$ cat src/rtl/mnacidpro_ctl_seq.sv
// Nucleic-acid prep valve/pump sequencer: LYSIS -> TRAP -> WASH -> ELUTE -> DONE.
// Optional macro MNACIDPRO_WASH_REPEAT_EN repeats WASH for WASH_REPS passes.
module mnacidpro_ctl_seq #(
    parameter int unsigned PUMP_DIV  = 4,
    parameter int unsigned T_LYSIS   = 12,
    parameter int unsigned T_TRAP    = 12,
    parameter int unsigned T_WASH    = 12,
    parameter int unsigned T_ELUTE   = 12,
    parameter int unsigned WASH_REPS = 3
) (
    input  logic       clk,
    input  logic       rst,
    input  logic       start,
    input  logic       abort,
    output logic       lysis_ctl,
    output logic       wash_ctl,
    output logic       elute_ctl,
    output logic       horiz_ctl,
    output logic       vertical_ctl,
    output logic       dead_end_ctl,
    output logic       loop_exit_ctl,
    output logic       bead_vtl_ctl,
    output logic       bead_trap_ctl,
    output logic       collection_ctl,
    output logic       pump1,
    output logic       pump2,
    output logic       pump3,
    output logic       busy,
    output logic       done,
    output logic [2:0] phase
);

    localparam int unsigned TW  = 16;
    localparam int unsigned DW  = 8;
    localparam int unsigned NVL = 10;

    localparam logic [TW-1:0] LEN_LYSIS = TW'(T_LYSIS * PUMP_DIV);
    localparam logic [TW-1:0] LEN_TRAP  = TW'(T_TRAP * PUMP_DIV);
    localparam logic [TW-1:0] LEN_WASH  = TW'(T_WASH * PUMP_DIV);
    localparam logic [TW-1:0] LEN_ELUTE = TW'(T_ELUTE * PUMP_DIV);
    localparam logic [DW-1:0] DIV_LAST  = DW'(PUMP_DIV - 1);

    // Elaboration-time parameter range guards
    if (PUMP_DIV < 1 || PUMP_DIV > 255) begin : g_bad_div
        $error("PUMP_DIV out of range");
    end
    if (WASH_REPS < 1 || WASH_REPS > 15) begin : g_bad_reps
        $error("WASH_REPS out of range");
    end

    typedef enum logic [2:0] {
        ST_IDLE  = 3'd0,
        ST_LYSIS = 3'd1,
        ST_TRAP  = 3'd2,
        ST_WASH  = 3'd3,
        ST_ELUTE = 3'd4,
        ST_DONE  = 3'd5
    } state_e;

    state_e             state_q, state_d;
    logic [TW-1:0]      timer_q, timer_d;
    logic [DW-1:0]      pdiv_q, pdiv_d;
    logic [2:0]         step_q, step_d;
    logic [NVL-1:0]     valve_q, valve_d;
    logic [2:0]         pump_q, pump_d;
    logic               busy_q, busy_d;
    logic               done_q, done_d;
    logic [2:0]         phase_q, phase_d;
    logic [TW-1:0]      len_cur;
    logic               phase_end;
    logic               wash_again;
    logic               reload;
`ifdef MNACIDPRO_WASH_REPEAT_EN
    logic [3:0]         rep_q, rep_d;
`endif

    // State register
    always_ff @(posedge clk or posedge rst) begin
        if (rst) state_q <= ST_IDLE;
        else     state_q <= state_d;
    end

    // Next-state logic; abort overrides every other transition
    always_comb begin
        state_d    = state_q;
        wash_again = 1'b0;
        case (state_q)
            ST_LYSIS: len_cur = LEN_LYSIS;
            ST_TRAP:  len_cur = LEN_TRAP;
            ST_WASH:  len_cur = LEN_WASH;
            ST_ELUTE: len_cur = LEN_ELUTE;
            default:  len_cur = TW'(1);
        endcase
        phase_end = (timer_q >= len_cur - TW'(1));
        case (state_q)
            ST_IDLE:  if (start) state_d = ST_LYSIS;
            ST_LYSIS: if (phase_end) state_d = ST_TRAP;
            ST_TRAP:  if (phase_end) state_d = ST_WASH;
            ST_WASH: begin
                if (phase_end) begin
`ifdef MNACIDPRO_WASH_REPEAT_EN
                    if (rep_q != 4'(WASH_REPS - 1)) wash_again = 1'b1;
                    else                            state_d    = ST_ELUTE;
`else
                    state_d = ST_ELUTE;
`endif
                end
            end
            ST_ELUTE: if (phase_end) state_d = ST_DONE;
            ST_DONE:  state_d = ST_IDLE;
            default:  state_d = ST_IDLE;
        endcase
        if (abort) begin
            state_d    = ST_IDLE;
            wash_again = 1'b0;
        end
    end

    // Phase timer, pump prescaler and step; all restart on any state entry or wash pass
    always_comb begin
        reload  = (state_d != state_q) || wash_again || abort;
        timer_d = (timer_q == '1) ? timer_q : timer_q + TW'(1);
        pdiv_d  = (pdiv_q == DIV_LAST) ? '0 : pdiv_q + DW'(1);
        step_d  = step_q;
        if (pdiv_q == DIV_LAST) step_d = (step_q == 3'd5) ? 3'd0 : step_q + 3'd1;
        if (reload || state_d == ST_IDLE || state_d == ST_DONE) begin
            timer_d = '0;
            pdiv_d  = '0;
            step_d  = '0;
        end
    end

`ifdef MNACIDPRO_WASH_REPEAT_EN
    always_comb begin
        rep_d = rep_q;
        if (state_d != ST_WASH) rep_d = '0;
        else if (wash_again)    rep_d = rep_q + 4'd1;
    end
`endif

    // Registered outputs reflect the state being entered
    always_comb begin
        valve_d = '1;
        pump_d  = 3'b000;
        busy_d  = (state_d != ST_IDLE);
        done_d  = (state_d == ST_DONE);
        phase_d = state_d;
        // bit order: lysis wash elute horiz vertical dead_end loop_exit bead_vtl bead_trap collection
        case (state_d)
            ST_LYSIS: valve_d = 10'b0110111111;
            ST_TRAP:  valve_d = 10'b1111010111;
            ST_WASH:  valve_d = 10'b1011100111;
            ST_ELUTE: valve_d = 10'b1101111000;
            default:  valve_d = '1;
        endcase
        if (state_d inside {ST_LYSIS, ST_TRAP, ST_WASH, ST_ELUTE}) begin
            case (step_d)
                3'd0:    pump_d = 3'b100;
                3'd1:    pump_d = 3'b110;
                3'd2:    pump_d = 3'b010;
                3'd3:    pump_d = 3'b011;
                3'd4:    pump_d = 3'b001;
                default: pump_d = 3'b101;
            endcase
        end
    end

    always_ff @(posedge clk or posedge rst) begin
        if (rst) begin
            timer_q <= '0;
            pdiv_q  <= '0;
            step_q  <= '0;
            valve_q <= '1;
            pump_q  <= '0;
            busy_q  <= 1'b0;
            done_q  <= 1'b0;
            phase_q <= '0;
        end else begin
            timer_q <= timer_d;
            pdiv_q  <= pdiv_d;
            step_q  <= step_d;
            valve_q <= valve_d;
            pump_q  <= pump_d;
            busy_q  <= busy_d;
            done_q  <= done_d;
            phase_q <= phase_d;
        end
    end

`ifdef MNACIDPRO_WASH_REPEAT_EN
    always_ff @(posedge clk or posedge rst) begin
        if (rst) rep_q <= '0;
        else     rep_q <= rep_d;
    end
`endif

    assign {lysis_ctl, wash_ctl, elute_ctl, horiz_ctl, vertical_ctl, dead_end_ctl,
            loop_exit_ctl, bead_vtl_ctl, bead_trap_ctl, collection_ctl} = valve_q;
    assign {pump1, pump2, pump3} = pump_q;
    assign busy  = busy_q;
    assign done  = done_q;
    assign phase = phase_q;

endmodule

$ cat config.mk
export PLATFORM = sky130hd
export DESIGN_NAME = mnacidpro_ctl_seq
export DESIGN_NICKNAME = d
export VERILOG_FILES = /design/src/rtl/mnacidpro_ctl_seq.sv
export SDC_FILE = /design/constraint.sdc
export NUM_CORES = 1
export LEC_CHECK = 0
export CORE_ASPECT_RATIO = 1.2
export CORE_MARGIN = 10
export CORE_UTILIZATION = 55
export CTS_BUF_LIST = sky130_fd_sc_hd__clkbuf_16
export CTS_CLUSTER_DIAMETER = 80
export DETAILED_ROUTE_END_ITERATION = 10
export PLACE_DENSITY = 0.84
export SYNTH_ARGS = -nofsm -noshare
export SYNTH_HDL_FRONTEND = slang
export SYNTH_SLANG_ARGS = --single-unit
export TNS_END_PERCENT = 100
$ cat constraint.sdc
create_clock -name clk -period 3.1 [get_ports clk]
set_input_delay 0.465 -clock clk [delete_from_list [all_inputs] [get_ports clk]]
set_output_delay 0.465 -clock clk [all_outputs]
set_load 0.005 [all_outputs]
==> reports/metrics.cfg, run 1 <==
[run_status]
status=completed

[setup_path]
cp_max_fo=6
required_ps=3250
rrSetupSlack_ps=170
critPathArrivalTime_ps=3080
critical_path_class=reg -> reg
ff2ff_path_depth=11
r2r_end=pump_q[2]
timing.rr.start=phase[0]
crit_path_end_kind=flop
startpoint_type=flop

[place]
gp_congestion=0.873
io_buffers=21
hpwl_um=2760
dp_slack_ps=50.0
placed_cell_area_um2=2170

[detailed_routing]
dr.pass1.iters=6
via_count=1401
antenna_left=0
drcViolationCount=0
first_iter_violations=185
wire_per_inst_um=15.7
routed_wl_um=3890
via_per_inst=5.65

[die]
core-area_um2=3340
initial_utilization=0.572
fp.dieArea_um2=6240
num_rows=23
die_h_um=84.5
fp.dieW_um=73.8
boundaryPins=22

[global_route]
first_global_vias=1475
grt_usage=0.130
grt_remaining_overflow=0
antenna_found_initial=0
grt_pass1_wl_um=6540
grt_max_degree=41

[pwr]
p_comb_frac=0.131
clkPwrFrac=0.395
switchingPower_uw=264
p_sw_frac=0.226
intPower_uw=907
p_leak_uw=0.00100
ir_worst_vdd_uv=627
powerDensity_nw_per_um2=507
pwr-share-seq=0.474
power.total_uw=1170

[hold_path]
min_from=pdiv_q[0]
holdPathStages=1
hold_end=pdiv_q[0]
hp-class=reg -> reg

[cells_and_area]
utilization=0.693
area_growth_pct=21.2
stdcell_area_um2=2310
antenna_cells=0
drive_gt1_frac=0.118
finalNetCount=222

[clocking]
insertion_delay_ps=270
cts-buffers-inserted=5
tritoncts=done
clock_sinks=40
clkTransAtPathRegs_ps=50
cts_hold_buf=0
cts-root-buf=clkbuf_16
cts_buffer_depth=2
htree_levels=2

[logic_synthesis]
syn_area_per_cell_um2=10.5
synth_edf_count=0
yosysWarnings=0
synth_ff_type=dfrtp_1
syn_inst=181
yosys.cell_types.count=44
ys_ff_latch=40
yosysSeqAreaShare=0.528
async_flop_share=1.00
synth_area_um2=1910

[timing]
tns_ps=0
rsz0062_at_grt=false
fin_crit_sh=0.945
fmax_mhz=341
fin_crit_ps=2930
setup_slack_ps=170
hold_violations=0
setup_viol=0
drv_slew=0
clock_skew_ps=4.17

[job]
cap_violations=0

## power by group through the flow
stage | Clock, uW | Sequential, uW | Combinational, uW
finish | 462 | 556 | 154
global route | 498 | 557 | 170
CTS | 471 | 555 | 151
detailed placement | 0 | 563 | 150
global placement | 0 | 562 | 141
floorplan | 0 | 564 | 88.5
## cell usage after synthesis, drive strengths merged, types with 2 or more instances
master  number  area [um^2]
a21oi        7         38.8
ha           7         87.6
and3         6         40.0
o21ai        6         30.0
clkbuf       4         16.3
nor4         5         31.3
nor2        26         97.6
nor2b        5         31.3
nand2        4         15.0
buf          9         63.8
mux2i        4         40.0
xor2         7         61.3
nor3         6         30.0
xnor2        8         70.1
inv          3         11.3
or4          2         15.0
dfrtp       35          876
nand3        7         35.0
dfstp        5          131
nand4        5         31.3
nor3b        2         15.0
o211ai       2         15.0
## metal layers
| layer | global-route usage | wire (um) | share of wire | vias up |
|---|---|---|---|---|
| met4 | 0.0577 | 61 | 0.016 | 0 |
| met5 | 0 | 0 | 0 | - |
| met2 | 0.230 | 2070 | 0.53 | 32 |
| met1 | 0.133 | 1530 | 0.39 | 680 |
| met3 | 0.0400 | 222 | 0.057 | 6 |
| li1 | - | - | - | 683 |
## registers in the layout (all words and copies together) (netlist names)
| signal | flops |
|---|---|
| busy | 1 |
| step_q | 3 |
| valve_q | 5 |
| phase | 3 |
| done | 1 |
| pdiv_q | 8 |
| timer_q | 16 |
| pump_q | 3 |
## critical path, stage by stage (launching register included)
cell     delay (ps)
dfrtp_1         390
nor2_2          250
xor2_2          330
inv_1            80
ha_1            280
a41o_1          200
nand2_1          60
nand4_1         110
buf_4           190
or4_1           550
o21a_1          160
o22a_1          200
## cells by family (layout without fill, tap and decap cells)
kind of cell	after synthesis	after routing	share of synthesized area
simple gates	74	74	0.203
flops	40	40	0.528
compound gates	24	24	0.0833
buf+inv	16	38	0.0479
xor+xnor	15	15	0.0689
fa+ha+maj	7	7	0.0459
mux	4	4	0.0210
other cells	1	9	0.00197
## area by class of cell
type / instances / area, um^2
clock buffers: 5 / 125
clock inverters: 2 / 7.51
fillers: 259 / 1030
inverters: 3 / 11.3
multi-input cells: 133 / 852
flip-flops and latches: 40 / 1010
well taps: 37 / 46.3
repair buffers: 28 / 263
## how the worst max path moves through the flow
stage	slack (ps)	endpoint	start
after detailed placement	50	timer_q[3]	phase[0]
after global placement	310	pump_q[1]	phase[0]
after global routing	40	pump_q[2]	phase[0]
final	170	pump_q[2]	phase[0]
after CTS	9	timer_q[3]	phase[0]
after floorplan	330	pump_q[2]	phase[0]
## stage by stage
stage	hold WS (ps)	std cells
2_1_floorplan	474	189
3_3_place_gp	516	241
3_5_place_dp	523	241
4_1_cts	529	248
5_1_grt	536	248
6_report	527	248
## timing repair
item | CTS | global route
setup buffers | 0 | 0
resized for setup | 0 | 3
setup endpoints to repair | 0 | 22
## cells in the final DEF, fill, tap and decap left out, drive strengths merged, types with 2 or more instances in the layout
cell type,instances
and3,6
o21ai,6
clkdlybuf4s50,21
buf,7
xor2,7
nor2b,5
nand2,4
nor3b,2
a21oi,7
nand3,7
xnor2,8
nor4,5
dfrtp,35
inv,3
nor3,6
dfstp,5
mux2i,4
conb,9
ha,7
nor2,26
nand4,5
clkinv,2
clkbuf,5
o211ai,2
or4,2
Note: power is estimated with default switching activity, not from simulation.
==> run 2: changes to the inputs <==
ABC_CLOCK_PERIOD_IN_PS = 2400   (was not set)
CORE_UTILIZATION = 50   (was 55)
PLACE_DENSITY = not set   (was 0.84)
PLACE_DENSITY_LB_ADDON = 0.3   (was not set)
clock period = 2.4 ns   (was 3.1 ns; I/O delays follow)
==> reports/metrics.cfg, run 2 (synthesis results as in run 1) <==
[die]
die_h_um=87.7
fp.dieArea_um2=6700
initial_utilization=0.521
core-area_um2=3660
num_rows=24
fp.dieW_um=76.4
boundaryPins=22

[cells_and_area]
area_growth_pct=35.6
antenna_cells=0
reg_top3=timer_q: 16 flops, pdiv_q: 8 flops, valve_q: 5 flops
drive_gt1_frac=0.249
largest_reg_flops=16
finalNetCount=231
mostFrequentLayoutCells=dfrtp_1 (35), clkdlybuf4s50_1 (21), nor2_1 (12), nor2_2 (12), buf_4 (11)
final_common_cell=dfrtp_1
regMostFlops=timer_q

[clocking]
clock_sinks=40
clkTransAtPathRegs_ps=60
insertion_delay_ps=280
cts_hold_buf=0
cts-buffers-inserted=5
cts_buffer_depth=2
cts-root-buf=clkbuf_16
tritoncts=done
htree_levels=2

[detailed_routing]
routed_wl_um=4500
dr.pass1.iters=4
antenna_left=0
drcViolationCount=0
via_count=1523
first_iter_violations=173
via_per_inst=5.58
wire_per_inst_um=16.5

[setup_path]
rrSetupSlack_ps=-140
ff2ff_path_depth=9
required_ps=2560
crit_path_end_kind=flop
cp_max_fo=6
timing.rr.start=phase[0]
critical_path_class=reg -> reg
critPathArrivalTime_ps=2700
startpoint_type=flop
r2r_end=pump_q[2]

[timing]
fin_crit_sh=1.06
drv_slew=0
fin_crit_ps=2540
setup_viol=6
setup_slack_ps=-140
hold_violations=0
fmax_mhz=394
tns_ps=-374
rsz0062_at_grt=true
clock_skew_ps=2.54

[run_status]
violations=negative setup slack
status=finished with violations

[global_route]
antenna_found_initial=0
grt_max_degree=41
grt_pass1_wl_um=7010
grt_usage=0.128
grt_remaining_overflow=0
first_global_vias=1541

[job]
cap_violations=0

[pwr]
powerDensity_nw_per_um2=699
ir_worst_vdd_uv=451
p_leak_uw=0.00111

[hold_path]
hp-class=in -> async

[place]
hpwl_um=2990
dp_slack_ps=-94.1
gp_congestion=0.863
io_buffers=21

==> run 2: worst max-delay path, cell delays in order, from the launching register on <==
cell and delay (ps):
dfrtp_1 400, nor2_4 180, xor2_4 220, ha_1 280, nor2b_1 140, o211ai_1 190, a21oi_2 130, or4_4 550
o21a_1 130, o22a_1 200
==> run 2: layout make-up <==
cell class                 instances  area (um^2)
clock inverter                     3         63.8
fill                             278         1080
tap                               52         65.1
timing repair buffer              37          349
inverter                           3         11.3
sequential                        40         1010
multi-input combinational        133          966
clock buffer                       5          125
==> run 2: per-layer routing <==
| layer | wire [um] | vias up | track usage |
|---|---|---|---|
| met1 | 1680 | 757 | 0.126 |
| li1 | - | 698 | - |
| met2 | 2480 | 58 | 0.247 |
| met4 | 111 | 0 | 0.0508 |
| met5 | 0 | - | 0 |
| met3 | 222 | 10 | 0.0400 |
==> run 2: through the flow <==
step | cell area [um^2] | instances | hold slack (ps) | utilization | power (uW)
finish | 2590 | 273 | 494 | 0.706 | 1810
global placement | 2250 | 263 | 515 | 0.615 | 927
detailed placement | 2250 | 263 | 540 | 0.615 | 938
global route | 2590 | 273 | 553 | 0.706 | 1870
CTS | 2460 | 271 | 507 | 0.671 | 1790
floorplan | 1960 | 189 | 474 | - | 854
==> run 2: how the worst max path moves through the flow <==
stage / start / end / slack (ps) / depth (start not counted)
2_1_floorplan: phase[1] / pump_q[2] / -120 / 11
3_3_place_gp: phase[1] / pump_q[2] / 3 / 9
3_5_place_dp: phase[1] / pump_q[2] / -90 / 9
4_1_cts: phase[1] / pump_q[2] / -80 / 10
5_1_grt: phase[0] / pump_q[2] / -270 / 9
6_report: phase[0] / pump_q[2] / -140 / 9
==> run 2: where the power goes <==
group	internal [uW]	total (uW)	switching [uW]
sequential	705	719	14.6
combinational	116	235	119
clock	592	854	262
==> run 2: timing repair <==
item,in CTS,in global routing
pin swaps,0,5
setup buffers,0,2
resized for setup,3,29
setup endpoints to repair,25,27
==> run 3: changes to the inputs <==
CAP_MARGIN = 10   (was not set)
CORE_MARGIN = not set   (was 10)
PLACE_DENSITY = 0.75   (was not set)
PLACE_DENSITY_LB_ADDON = not set   (was 0.3)
==> reports/metrics.cfg, run 3 (synthesis results as in run 1) <==
[die]
die_h_um=69.7
boundaryPins=22
core-area_um2=3630
fp.dieArea_um2=4070
num_rows=24
initial_utilization=0.525
fp.dieW_um=58.4

[timing]
fmax_mhz=394
setup_viol=8
setup_slack_ps=-135
hold_violations=0
drv_slew=0
worst_hold_slack_ps=489
fin_crit_ps=2540
clock_skew_ps=5.45
fin_crit_sh=1.06
rsz0062_at_grt=true

[cells_and_area]
regMostFlops=timer_q
antenna_cells=0
drive_gt1_frac=0.221
reg_top3=timer_q: 16 flops, pdiv_q: 8 flops, valve_q: 5 flops
area_growth_pct=32.6
final_common_cell=dfrtp_1
mostFrequentLayoutCells=dfrtp_1 (35), nor2_1 (24), clkdlybuf4s50_1 (21)
stdcell_area_um2=2530
finalNetCount=232
largest_reg_flops=16

[clocking]
cts_buffer_depth=2
insertion_delay_ps=280
clkTransAtPathRegs_ps=60
clock_sinks=40
cts-buffers-inserted=5
cts-root-buf=clkbuf_16
tritoncts=done
htree_levels=2
cts_hold_buf=0

[place]
io_buffers=21
dp_slack_ps=-81.5
placed_cell_area_um2=2270
hpwl_um=2750
gp_congestion=0.927

[global_route]
grt_remaining_overflow=0
first_global_vias=1510
grt_usage=0.212
antenna_found_initial=0
grt_max_degree=41
grt_pass1_wl_um=6530

[detailed_routing]
via_per_inst=5.41
dr.pass1.iters=4
routed_wl_um=3930
via_count=1483
drcViolationCount=0
antenna_left=0
first_iter_violations=45
wire_per_inst_um=14.3

[hold_path]
hp-class=in -> async

[setup_path]
crit_start=phase[0]
slowest_delay_ps=540
cp_max_fo=6
required_ps=2560
r2r_end=pump_q[2]
crit_path_end_kind=flop
timing.rr.start=phase[0]
rrSetupSlack_ps=-140
worstPathCellList=nor2_4 > xor2_4 > ha_4 > nor2b_1 > o211ai_1 > a21oi_4 > or4_1 > o21a_1 > o22a_1
slowest_stage=or4_1
ff2ff_path_depth=9
startpoint_type=flop
critical_path_class=reg -> reg
critPathArrivalTime_ps=2700

[job]
cap_violations=0

[pwr]
ir_worst_vdd_uv=443
p_leak_uw=0.00107
powerDensity_nw_per_um2=634

[run_status]
violations=negative setup slack
status=finished with violations

## run 3: through the flow
step	utilization	setup TNS, ps	cells	power (uW)
final	0.696	-471	274	1600
after global routing	0.696	-4380	274	1660
after CTS	0.681	-354	273	1600
after detailed placement	0.624	-1280	265	947
after global placement	0.624	-83.4	265	934
after floorplan	-	-399	189	854
## run 3: area by class of cell
class,instances,area (um^2)
clock buffers,5,125
repair buffers,38,338
flip-flops and latches,40,1010
multi-input cells,133,965
inverters,3,11.3
fillers,270,1100
well taps,52,65.1
clock inverters,3,18.8
## run 3: how the worst max path moves through the flow
stage,end,slack [ps],depth (start not counted)
4_1_cts,pump_q[2],-120,10
6_report,pump_q[2],-140,9
5_1_grt,pump_q[2],-240,10
3_3_place_gp,pump_q[2],-20,10
2_1_floorplan,pump_q[2],-120,11
3_5_place_dp,timer_q[2],-80,11
## run 3: routing by layer
layer | GRT usage | vias to the layer above | routed length (um) | share of wire
met5 | 0 | - | 0 | 0
met4 | 0.0873 | 0 | 61 | 0.016
met3 | 0.0504 | 8 | 136 | 0.035
met2 | 0.378 | 32 | 2210 | 0.56
met1 | 0.237 | 739 | 1520 | 0.39
li1 | - | 704 | - | -
## run 3: what timing repair did
item                       4_1_cts  5_1_grt
setup buffers                    0        1
setup endpoints to repair       24       29
pin swaps                        3        5
gates resized for setup         10        9
## run 3: worst max-delay path: cells and delay by family, from the launching register on
kind / cells / cell delay (ps)
xor+xnor: 1 / 250
fa+ha+maj: 1 / 240
flops: 1 / 410
compound gates: 4 / 680
simple gates: 3 / 820
## run 3: power by group
part | internal [uW] | total (uW) | switching (uW)
registers | 705 | 719 | 14.4
clock network | 382 | 634 | 252
logic | 128 | 252 | 124
